==> src/rtl/alu_pkg.sv <==
// Shared constants and types for the ALU execute-stage controller and its decoder.
package alu_pkg;

    localparam int WORD = 32;

    localparam logic [2:0] ALU_AND = 3'b000;
    localparam logic [2:0] ALU_OR  = 3'b001;
    localparam logic [2:0] ALU_ADD = 3'b010;
    localparam logic [2:0] ALU_SUB = 3'b110;

    localparam logic [5:0] OP_RTYPE = 6'b000000;
    localparam logic [5:0] OP_ADDI  = 6'b001000;
    localparam logic [5:0] OP_BEQ   = 6'b000100;

    localparam logic [5:0] FN_ADD = 6'b100000;
    localparam logic [5:0] FN_SUB = 6'b100010;
    localparam logic [5:0] FN_AND = 6'b100100;
    localparam logic [5:0] FN_OR  = 6'b100101;

    typedef enum logic [1:0] {
        ST_IDLE,
        ST_DECODE,
        ST_EXEC,
        ST_WB
    } state_t;

endpackage

==> src/rtl/alu_decode.sv <==
// Combinational MIPS subset decoder: instruction word to ALU control and write-back info.
module alu_decode
    import alu_pkg::*;
(
    input  logic [31:0] instr,
    output logic [2:0]  func,
    output logic        use_imm,
    output logic [4:0]  dest,
    output logic        wen,
    output logic        is_beq,
    output logic        illegal
);

    logic [5:0] opcode;
    logic [5:0] funct;
    logic       unused_fields;

    assign opcode = instr[31:26];
    assign funct  = instr[5:0];
    // rs and shamt fields do not affect decode
    assign unused_fields = ^{instr[25:21], instr[10:6]};

    always_comb begin
        func    = ALU_ADD;
        use_imm = 1'b0;
        dest    = 5'd0;
        is_beq  = 1'b0;
        illegal = 1'b0;
        case (opcode)
            OP_RTYPE: begin
                dest = instr[15:11];
                case (funct)
                    FN_ADD:  func = ALU_ADD;
                    FN_SUB:  func = ALU_SUB;
                    FN_AND:  func = ALU_AND;
                    FN_OR:   func = ALU_OR;
                    default: illegal = 1'b1;
                endcase
            end
            OP_ADDI: begin
                use_imm = 1'b1;
                dest    = instr[20:16];
            end
            OP_BEQ: begin
                func   = ALU_SUB;
                is_beq = 1'b1;
            end
            default: illegal = 1'b1;
        endcase
        if (illegal) begin
            dest = 5'd0;
        end
    end

    // writes to $0 are dropped but the destination number is still reported
    assign wen = !illegal && !is_beq && (dest != 5'd0);

endmodule

==> src/rtl/alu_exec_ctrl.sv <==
// Multi-cycle execute controller: accepts an instruction, drives the external ALU
// through registered operands, and returns a write-back record.
module alu_exec_ctrl
    import alu_pkg::*;
#(
    parameter int WORD = alu_pkg::WORD
) (
    input  logic            clk,
    input  logic            rst,
    input  logic            instr_valid,
    output logic            instr_ready,
    input  logic [31:0]     instr,
    input  logic [WORD-1:0] rs_val,
    input  logic [WORD-1:0] rt_val,
    output logic [WORD-1:0] alu_inA,
    output logic [WORD-1:0] alu_inB,
    output logic [2:0]      alu_func,
    input  logic [WORD-1:0] alu_out,
    input  logic            alu_zero,
    output logic            res_valid,
    input  logic            res_ready,
    output logic [WORD-1:0] res_data,
    output logic [4:0]      res_dest,
    output logic            res_wen,
    output logic            branch_taken,
    output logic            err
);

    state_t          state;
    state_t          state_nxt;
    logic [31:0]     instr_q;
    logic [WORD-1:0] rs_q;
    logic [WORD-1:0] rt_q;
    logic [WORD-1:0] imm_sext;

    logic [2:0]      dec_func;
    logic            dec_use_imm;
    logic [4:0]      dec_dest;
    logic            dec_wen;
    logic            dec_is_beq;
    logic            dec_illegal;

    alu_decode u_decode (
        .instr   (instr_q),
        .func    (dec_func),
        .use_imm (dec_use_imm),
        .dest    (dec_dest),
        .wen     (dec_wen),
        .is_beq  (dec_is_beq),
        .illegal (dec_illegal)
    );

    assign imm_sext    = {{(WORD-16){instr_q[15]}}, instr_q[15:0]};
    assign instr_ready = (state == ST_IDLE);

    always_ff @(posedge clk or posedge rst) begin
        if (rst) begin
            state <= ST_IDLE;
        end else begin
            state <= state_nxt;
        end
    end

    always_comb begin
        state_nxt = state;
        case (state)
            ST_IDLE:   if (instr_valid) state_nxt = ST_DECODE;
            ST_DECODE: state_nxt = dec_illegal ? ST_WB : ST_EXEC;
            ST_EXEC:   state_nxt = ST_WB;
            ST_WB:     if (res_valid && res_ready) state_nxt = ST_IDLE;
            default:   state_nxt = ST_IDLE;
        endcase
    end

    always_ff @(posedge clk or posedge rst) begin
        if (rst) begin
            instr_q      <= '0;
            rs_q         <= '0;
            rt_q         <= '0;
            alu_inA      <= '0;
            alu_inB      <= '0;
            alu_func     <= ALU_ADD;
            res_valid    <= 1'b0;
            res_data     <= '0;
            res_dest     <= 5'd0;
            res_wen      <= 1'b0;
            branch_taken <= 1'b0;
            err          <= 1'b0;
        end else begin
            if (state == ST_IDLE && instr_valid) begin
                instr_q <= instr;
                rs_q    <= rs_val;
                rt_q    <= rt_val;
            end
            if (state == ST_DECODE) begin
                if (dec_illegal) begin
                    // ALU operands are left as they were for an illegal instruction
                    res_data     <= '0;
                    res_dest     <= 5'd0;
                    res_wen      <= 1'b0;
                    branch_taken <= 1'b0;
                    err          <= 1'b1;
                end else begin
                    alu_inA  <= rs_q;
                    alu_inB  <= dec_use_imm ? imm_sext : rt_q;
                    alu_func <= dec_func;
                end
            end
            if (state == ST_EXEC) begin
                res_data     <= alu_out;
                res_dest     <= dec_dest;
                res_wen      <= dec_wen;
                branch_taken <= dec_is_beq && alu_zero;
                err          <= 1'b0;
            end
            // valid rises one cycle after entering WB and drops on the handshake
            res_valid <= (state == ST_WB) && !(res_valid && res_ready);
        end
    end

endmodule

==> config.mk <==
export PLATFORM = sky130hd
export DESIGN_NAME = alu_exec_ctrl
export DESIGN_NICKNAME = d
export VERILOG_FILES = /design/src/rtl/alu_pkg.sv /design/src/rtl/alu_decode.sv /design/src/rtl/alu_exec_ctrl.sv
export SDC_FILE = /design/constraint.sdc
export NUM_CORES = 1
export LEC_CHECK = 0
export BUFFER_PORTS_ARGS = -buffer_cell sky130_fd_sc_hd__buf_2
export CAP_MARGIN = 20
export CORE_MARGIN = 2
export CORE_UTILIZATION = 51
export CTS_CLUSTER_SIZE = 30
export DETAILED_ROUTE_END_ITERATION = 10
export GPL_ROUTABILITY_DRIVEN = 0
export PLACE_DENSITY = 0.76
export SLEW_MARGIN = 20
export SYNTH_ARGS = -nofsm -noshare
export SYNTH_HDL_FRONTEND = slang
export SYNTH_SLANG_ARGS = --single-unit
export TNS_END_PERCENT = 5
==> constraint.sdc <==
create_clock -name clk -period 9.5 [get_ports clk]
set_clock_uncertainty 0.2 [all_clocks]
set_input_delay 1.425 -clock clk [delete_from_list [all_inputs] [get_ports clk]]
set_output_delay 1.425 -clock clk [all_outputs]
set_load 0.05 [all_outputs]
==> impl_metrics.yaml, run 1 <==
cells_and_area:
  syn2layout_area_growth_pct: 24.5
  drive_above_1_share: 0.506
  layout.nets: 933
  final_area_um2: 9940
  diodes: 0
sta:
  tns_ns: 0
  worst_pin_slew_ns: 0.894
  grt_setup_unrepaired: "no"
  max_freq_mhz: 305
  setup_viol: 0
  setup_ws_ns: 6.23
  min_period_ns: 3.27
  maxSlewViolCount: 0
  fin_crit_sh: 0.345
  holdWs_ns: 0.274
  hold_viol: 0
  maxSlewHeadroom: 0.402
synthesis:
  synth_area_leaders: "dfrtp_1 (63%), mux2_2 (17%), a22o_1 (3.7%), a21oi_1 (2.7%), mux2i_1 (1.9%)"
  synth_largest_area_cell: "dfrtp_1"
  seq_area_frac_synth: 0.631
  synth_cell_type_count: 41
  synthArstFlopShare: 1.00
  syn_avg_cell_area_um2: 14.0
  synth_area_um2: 7980
  synth_edf_count: 0
  ys_ff_latch: 201
  synth_top_cell_area_share: 0.627
  syn_inst: 571
  syn_nets: 708
  yosys_warnings: 0
  synth_ff_type: "dfrtp_1"
clock_tree:
  cts-root-buf: "clkbuf_16"
  cts_tree: "built"
  clkTransAtPathRegs_ns: 0.06
  cts_setup_buffers: 0
  htree_num_levels: 1
  clk_latency_ns: 0.49
  hold_buffers: 0
  post_cts_resized: 0
  cts.path.max_buffers: 3
  cts-buffers-inserted: 21
  clock_sinks: 201
power_and_ir_drop:
  leakage_uw: 0.00500
  peakVddDrop_uv: 251
  cellPowerDensity_nw_per_um2: 375
routing:
  drt_iter0_markers: 206
  via_per_inst: 5.22
  drc: 0
  ant_nets: 0
  drt-total-wl_mm: 17.8
  detail_route.wl_per_cell_um: 17.4
  vias: 5338
  firstDrtPassIters: 4
worst_setup_path:
  worstPathRequired_ns: 7.88
  crit_path_max_fanout: 5
  worstSetupEndpointType: "output pin"
  startpoint_type: "flop"
  reg2reg_slack_ns: 6.57
  cp_data_arrival_time_ns: 1.65
  crit_type: "flop to output pin"
global_routing:
  first_global_vias: 5534
  grt.overflow.total: 0
  antenna_found_initial: 0
  grt_first_pass_wirelength_mm: 27.5
  grt_max_degree: 123
  grtUsageTotal: 0.207
floorplanning:
  die_h_um: 129
  initial_core_util: 0.523
  die_x_um: 129
  core_um2: 15300
  fp-row-count: 45
  io-pin-count: 242
  die-area_um2: 16700
placed_design:
  dp_slack_ns: 6.02
  dpl.hpwl_mm: 11.9
  io_buffers: 236
  placed_area_um2: 9240
run:
  maxCapViolCount: 0
hold_path:
  hold_class: "flop to flop"
status:
  status: "complete, no violations"
[cells in the mapped netlist (all sizes together) (3+ instances only)]
library cell  instances
and2                  3
inv                  10
mux2i                15
dfrtp               200
nand2                17
nor2                 39
a22o                 34
ha                    4
clkbuf               17
o31ai                 3
buf                  21
a21oi                53
mux2                124
o41ai                 4
o21ai                 7
[where the power goes]
| part | internal [uW] | switching [uW] |
|---|---|---|
| Combinational | 516 | 999 |
| Sequential | 1220 | 211 |
| Clock | 453 | 328 |
| Total | 2180 | 1540 |
[path summary, 6_finish.rpt]
kind	startpoint	endpoint	cells after the start
setup / recovery	state[0]	instr_ready	3
hold / removal	branch_taken	branch_taken	2
setup reg to reg	instr_q[3]	alu_inA[5]	5
hold reg to reg	branch_taken	branch_taken	2
max in group asynchronous	rst	rt_q[28]	4
min in group asynchronous	rst	alu_inA[0]	2
[per-stage QoR]
step / std cells / power [uW] / utilization
after floorplan: 571 / 2610 / -
after global placement: 983 / 2880 / 0.605
after detailed placement: 983 / 2950 / 0.605
after CTS: 1021 / 3760 / 0.649
after global routing: 1022 / 3920 / 0.651
final: 1022 / 3720 / 0.651
[layout make-up]
cell class,count,area [um2]
repair buffers,240,1230
clock inverters,11,96.3
clock buffers,27,568
fillers,1172,5320
flip-flops and latches,201,5030
well taps,211,264
inverters,10,45.0
multi-input cells,322,2700
[worst max-delay path, stage by stage (launching register included)]
cell and delay, ns:
dfrtp_1 0.41, inv_1 0.15, ha_1 0.30, buf_2 0.31
[placed cells by master, fill, tap and decap left out, types with 5 or more instances in the layout]
cell type and instances:
buf_2 236, clkinvlp_4 5, nand2_1 15, mux2_1 7, dfrtp_1 200, o21ai_0 7
a22o_1 34, mux2_2 117, a21oi_1 43, inv_1 9, a21oi_2 10, mux2i_1 15
clkbuf_16 21, nor2_1 37
[logic make-up (layout without fill, tap and decap cells)]
kind of cell    Yosys count  in the layout  synth area share
mux                     139            139             0.194
compound gates          110            110            0.0966
flops                   201            201             0.631
buf+inv                  48            288            0.0339
simple gates             69             69            0.0389
fa+ha+maj                 4              4           0.00627
[registers in the layout, summed over array words and instances, names as in the netlist]
| signal | count |
|---|---|
| alu_inB | 32 |
| alu_func | 3 |
| err | 1 |
| branch_taken | 1 |
| res_dest | 5 |
| res_wen | 1 |
| rt_q | 32 |
| instr_q | 27 |
| res_data | 32 |
| res_valid | 1 |
| alu_inA | 32 |
| rs_q | 32 |
| state | 2 |
[metal layers]
layer,wire length (um),vias to the layer above,track usage
li1,-,2484,-
met1,7320,2623,0.255
met2,8670,205,0.364
met3,1510,26,0.0595
met4,329,0,0.0480
met5,0,-,0
No activity file was read; power rests on OpenSTA's default activity.
==> run 2, diff against run 1 <==
- ABC_AREA: not set -> 1
- CORE_UTILIZATION: 51 -> 52
- PLACE_DENSITY: 0.76 -> 0.77
- clock period: 9.5 -> 3.04 ns (I/O delays scaled with it)
==> impl_metrics.yaml, run 2 <==
hold_path:
  min-delay-start: "instr[26]"
  holdPathEnd: "instr_q[26]"
  hold_class: "primary input to flop"
  whs_path_depth: 2
worst_setup_path:
  rr_worst_depth: 5
  crit_path_max_fanout: 4
  cp_cell_sequence: "inv_1 -> ha_1 -> buf_2"
  worstSetupEndpointType: "output pin"
  cp_data_arrival_time_ns: 1.60
  slowest_delay_ns: 0.40
  startpoint_type: "flop"
  crit_type: "flop to output pin"
  worstPathRequired_ns: 2.38
  r2r_start: "state[0]"
  rr_endpoint: "rs_q[0]"
  critPathSlowestCell: "dfrtp_1"
  reg2reg_slack_ns: 0.87
  cpLargestDelayFamily: "buffers and inverters"
  worst-path-buf-inv: 2
cells_and_area:
  layout.cells.non_filler: 1330
  regArea_um2: 5030
  layout.nets: 1243
  layout_commonest_cell: "nand2_1"
  final.fill_count: 1160
  syn2layout_area_growth_pct: 30.4
  drive_above_1_share: 0.326
  final_cell_mix: "nand2_1 (292), buf_2 (236), dfrtp_1 (200)"
  multi_input_area_um2: 2700
routing:
  drt_iter0_markers: 407
  firstDrtPassIters: 4
  ant_nets: 0
  drt-total-wl_mm: 19.2
  vias: 6420
  detail_route.wl_per_cell_um: 14.5
  via_per_inst: 4.83
  drc: 0
floorplanning:
  fp-row-count: 45
  initial_core_util: 0.536
  io-pin-count: 242
  die_x_um: 129
  core_um2: 15300
  die_h_um: 129
  die-area_um2: 16700
synthesis:
  synth_area_um2: 8180
  synth_cell_type_count: 28
  syn_avg_cell_area_um2: 9.94
  synth_common_cells: "nand2_1 (293), dfrtp_1 (200), mux2_2 (53)"
  ys_ff_latch: 201
  yosysMostFrequentCell: "nand2_1"
  seq_area_frac_synth: 0.615
  synth_edf_count: 0
  synthArstFlopShare: 1.00
  synth_area_leaders: "dfrtp_1 (61%), nand2_1 (13%), mux2_2 (7.3%), a21oi_1 (2.7%), nor2_1 (2.2%)"
  syn_inst: 823
  yosys_warnings: 0
  synth_ff_type: "dfrtp_1"
  synth_largest_area_cell: "dfrtp_1"
  syn_nets: 960
  synth_top_cell_area_share: 0.612
power_and_ir_drop:
  p_comb_frac: 0.424
  cellPowerDensity_nw_per_um2: 1070
  power.switching_uw: 4890
  intPower_uw: 6560
  clkPwrFrac: 0.200
  peakVddDrop_uv: 715
  power_uw: 11500
  switching_share: 0.427
  leakage_uw: 0.00586
  p_seq_frac: 0.376
run:
  maxCapViolCount: 0
clock_tree:
  clock_sinks: 201
  post_cts_resized: 0
  cts_tree: "built"
  cts.path.max_buffers: 3
  clkTransAtPathRegs_ns: 0.06
  clk_latency_ns: 0.48
  cts-root-buf: "clkbuf_16"
  cts_setup_buffers: 0
  htree_num_levels: 1
  cts-buffers-inserted: 21
placed_design:
  io_buffers: 236
  dp_slack_ns: 0.878
  dpl.cell_count: 1239
  dpl.hpwl_mm: 12.2
sta:
  setup_viol: 0
  fin_crit_sh: 0.743
  maxSlewHeadroom: 0.507
  grt_setup_unrepaired: "no"
  setup_ws_ns: 0.780
  tns_ns: 0
  worst_pin_slew_ns: 0.740
  max_freq_mhz: 442
  hold_viol: 0
  min_period_ns: 2.26
  maxSlewViolCount: 0
global_routing:
  met3_usage: 0.0500
  grt_max_degree: 143
  grt.overflow.total: 0
  grtUsageTotal: 0.224
  first_global_vias: 6364
  antenna_found_initial: 2
  grt-busiest-layer: "met2"
  grt_first_pass_wirelength_mm: 29.9
  met2_usage: 0.392
  use_met1: 0.276
status:
  status: "complete, no violations"
## run 2: cell types whose count changed after synthesis, sizes merged, moves of 15 or more
| cell | previous run | this run |
|---|---|---|
| mux2 | 124 | 53 |
| o21ai | 7 | 56 |
| nand2 | 17 | 308 |
| mux2i | 15 | 0 |
| a22o | 34 | 0 |
| inv | 10 | 49 |
## run 2: kinds of logic after synthesis
| kind of cell | after synthesis | synth area share |
|---|---|---|
| simple gates | 372 | 0.181 |
| compound gates | 102 | 0.0698 |
| fa+ha+maj | 4 | 0.00612 |
| flops | 201 | 0.615 |
| buf+inv | 91 | 0.0551 |
| mux | 53 | 0.0730 |
## run 2: through the flow
stage               instance area (um2)   util  hold slack, ns
floorplan                          8180      -           0.236
global placement                   9500  0.623           0.243
detailed placement                 9500  0.623           0.253
CTS                               10600  0.696        0.000914
global route                      10700  0.698         0.00144
finish                            10700  0.699          0.0107
## run 2: final cells by class
cell class | instances | share of cell area
Sequential cell | 201 | 0.472
Multi-Input combinational cell | 531 | 0.254
Timing Repair Buffer | 302 | 0.175
Clock buffer | 33 | 0.0563
Tap cell | 211 | 0.0248
Inverter | 49 | 0.0178
Antenna cell | 3 | 0.000704
## run 2: per-layer routing
metal / vias up / wire length [um]
met2: 201 / 9570
met3: 42 / 1220
met1: 3012 / 7890
met5: - / 0
met4: 0 / 536
li1: 3165 / -
## run 2: worst max-delay path by stage
stage                          start     endpoint  slack [ns]  cells past startpoint
after global routing      instr_q[5]   alu_inA[7]        0.67                     10
after global placement      state[0]     rt_q[30]        0.91                      5
final                       state[0]  instr_ready        0.78                      3
after detailed placement    state[0]      rs_q[0]        0.88                      5
after floorplan                  rst  alu_func[0]       -0.22                      1
after CTS                   state[0]  instr_ready        0.77                      3
## run 2: power by group through the flow
stage,clock network [uW],registers [uW],logic [uW]
2_1_floorplan,0,5940,2110
3_3_place_gp,0,4290,4700
3_5_place_dp,0,4330,4820
4_1_cts,2340,4300,4890
5_1_grt,2460,4430,5290
6_report,2290,4300,4860
## run 2: what timing repair did
item,4_1_cts,5_1_grt
hold endpoints to repair,51,4
hold buffers,51,4
setup endpoints to repair,0,0
==> run 3, diff against run 2 <==
- clock period: 3.04 -> 2.2 ns (I/O delays scaled with it)
==> impl_metrics.yaml, run 3 (synthesis results as in run 2) <==
status:
  status: "complete, no violations"
global_routing:
  grt_first_pass_wirelength_mm: 34.4
  grtUsageTotal: 0.260
  antenna_found_initial: 0
  grt_max_degree: 86
  first_global_vias: 7111
  grt.overflow.total: 0
hold_path:
  hold_class: "primary input to flop"
  min-delay-start: "instr_valid"
  holdPathEnd: "state[1]"
  whs_path_depth: 4
power_and_ir_drop:
  peakVddDrop_uv: 1030
  cellPowerDensity_nw_per_um2: 1430
  power_uw: 16700
  leakage_uw: 0.00629
clock_tree:
  clk_latency_ns: 0.50
  cts.path.max_buffers: 3
  htree_num_levels: 1
  cts_setup_buffers: 0
  clock_sinks: 201
  clkTransAtPathRegs_ns: 0.06
  cts_tree: "built"
  cts-root-buf: "clkbuf_16"
  cts-buffers-inserted: 22
cells_and_area:
  layout.cells.non_filler: 1415
  final_cell_mix: "nand2_1 (291), buf_2 (235), dfrtp_1 (200)"
  layout_commonest_cell: "nand2_1"
  layout.nets: 1324
  drive_above_1_share: 0.320
  syn2layout_area_growth_pct: 42.3
sta:
  hold_viol: 0
  setup_viol: 0
  min_period_ns: 2.09
  maxSlewViolCount: 0
  grt_setup_unrepaired: "yes"
  maxSlewHeadroom: 0.666
  setup_ws_ns: 0.111
  worst_pin_slew_ns: 0.500
  fin_crit_sh: 0.949
  max_freq_mhz: 479
  tns_ns: 0
worst_setup_path:
  rr_worst_depth: 10
  critPathSlowestCell: "dfrtp_1"
  worstSetupEndpointType: "output pin"
  cpLargestDelayFamily: "flip-flops"
  cp_cell_sequence: "inv_1 -> ha_2 -> clkbuf_4"
  startpoint_type: "flop"
  startpoint: "state[0]"
  crit_type: "flop to output pin"
  rr_endpoint: "alu_inB[5]"
  r2r_start: "instr_q[30]"
  slowest_delay_ns: 0.40
  cp_data_arrival_time_ns: 1.56
  worst-path-buf-inv: 2
  crit_path_max_fanout: 4
  reg2reg_slack_ns: 0.17
  worstPathRequired_ns: 1.67
floorplanning:
  initial_core_util: 0.536
  die_x_um: 129
  fp-row-count: 45
  io-pin-count: 242
  die_h_um: 129
  die-area_um2: 16700
  core_um2: 15300
routing:
  vias: 6942
  via_per_inst: 4.91
  drc: 0
  drt-total-wl_mm: 21.5
  detail_route.wl_per_cell_um: 15.2
  drt_iter0_markers: 330
  ant_nets: 0
  firstDrtPassIters: 5
placed_design:
  dpl.cell_count: 1248
  io_buffers: 236
  dp_slack_ns: 0.0836
  dpl.hpwl_mm: 12.5
run:
  maxCapViolCount: 0
-- run 3: cell types whose count changed in the layout (fill, tap and decap cells not counted), moves of 2 or more --
cell,delta
buf_4,+5
clkbuf_8,+8
dlygate4sd3_1,+71
clkbuf_1,-4
buf_12,+3
clkbuf_16,+2
-- run 3: layout make-up --
class | count | area, um2
sequential | 201 | 5030
fill | 1000 | 3620
multi-input combinational | 531 | 2710
timing repair buffer | 382 | 2690
clock buffer | 39 | 746
tap | 211 | 264
inverter | 49 | 193
antenna | 2 | 5.00
-- run 3: how the worst max path moves through the flow --
stage	endpoint	slack (ns)	cells after the start
CTS	instr_ready	0.02	3
global placement	alu_inB[28]	0.14	10
finish	instr_ready	0.11	3
floorplan	alu_func[0]	-0.93	1
global route	alu_inB[22]	-0.003	10
detailed placement	alu_inB[15]	0.08	10
-- run 3: worst reg2reg max path, stage by stage (launching register included) --
cell	delay [ns]
dfrtp_1	0.38
nor2_1	0.13
nand2_1	0.14
inv_2	0.13
nand2_2	0.07
buf_4	0.22
inv_1	0.14
buf_8	0.21
nand2_1	0.08
o21ai_0	0.12
o21ai_2	0.10
-- run 3: power breakdown --
| part | switching, uW | internal, uW |
|---|---|---|
| Combinational | 4860 | 2170 |
| Sequential | 745 | 5230 |
| Clock | 1390 | 2270 |
-- run 3: metal layers --
layer,up-vias,part of all wire,GRT usage
li1,3330,-,-
met1,3308,0.39,0.309
met2,245,0.51,0.465
met3,59,0.060,0.0495
met4,0,0.035,0.111
met5,-,0,0
-- run 3: metrics by stage --
| stage | area, um2 | hold slack [ns] | utilization |
|---|---|---|---|
| after global routing | 11600 | 0.138 | 0.762 |
| after floorplan | 8180 | 0.236 | - |
| final | 11600 | 0.103 | 0.763 |
| after global placement | 9610 | 0.241 | 0.630 |
| after CTS | 11600 | 0.106 | 0.761 |
| after detailed placement | 9610 | 0.251 | 0.630 |
-- run 3: repair_timing --
action,in CTS,in global routing
gates resized for setup,0,7
hold buffers,126,0
endpoints found under the setup margin,0,43
hold endpoints to repair,325,0
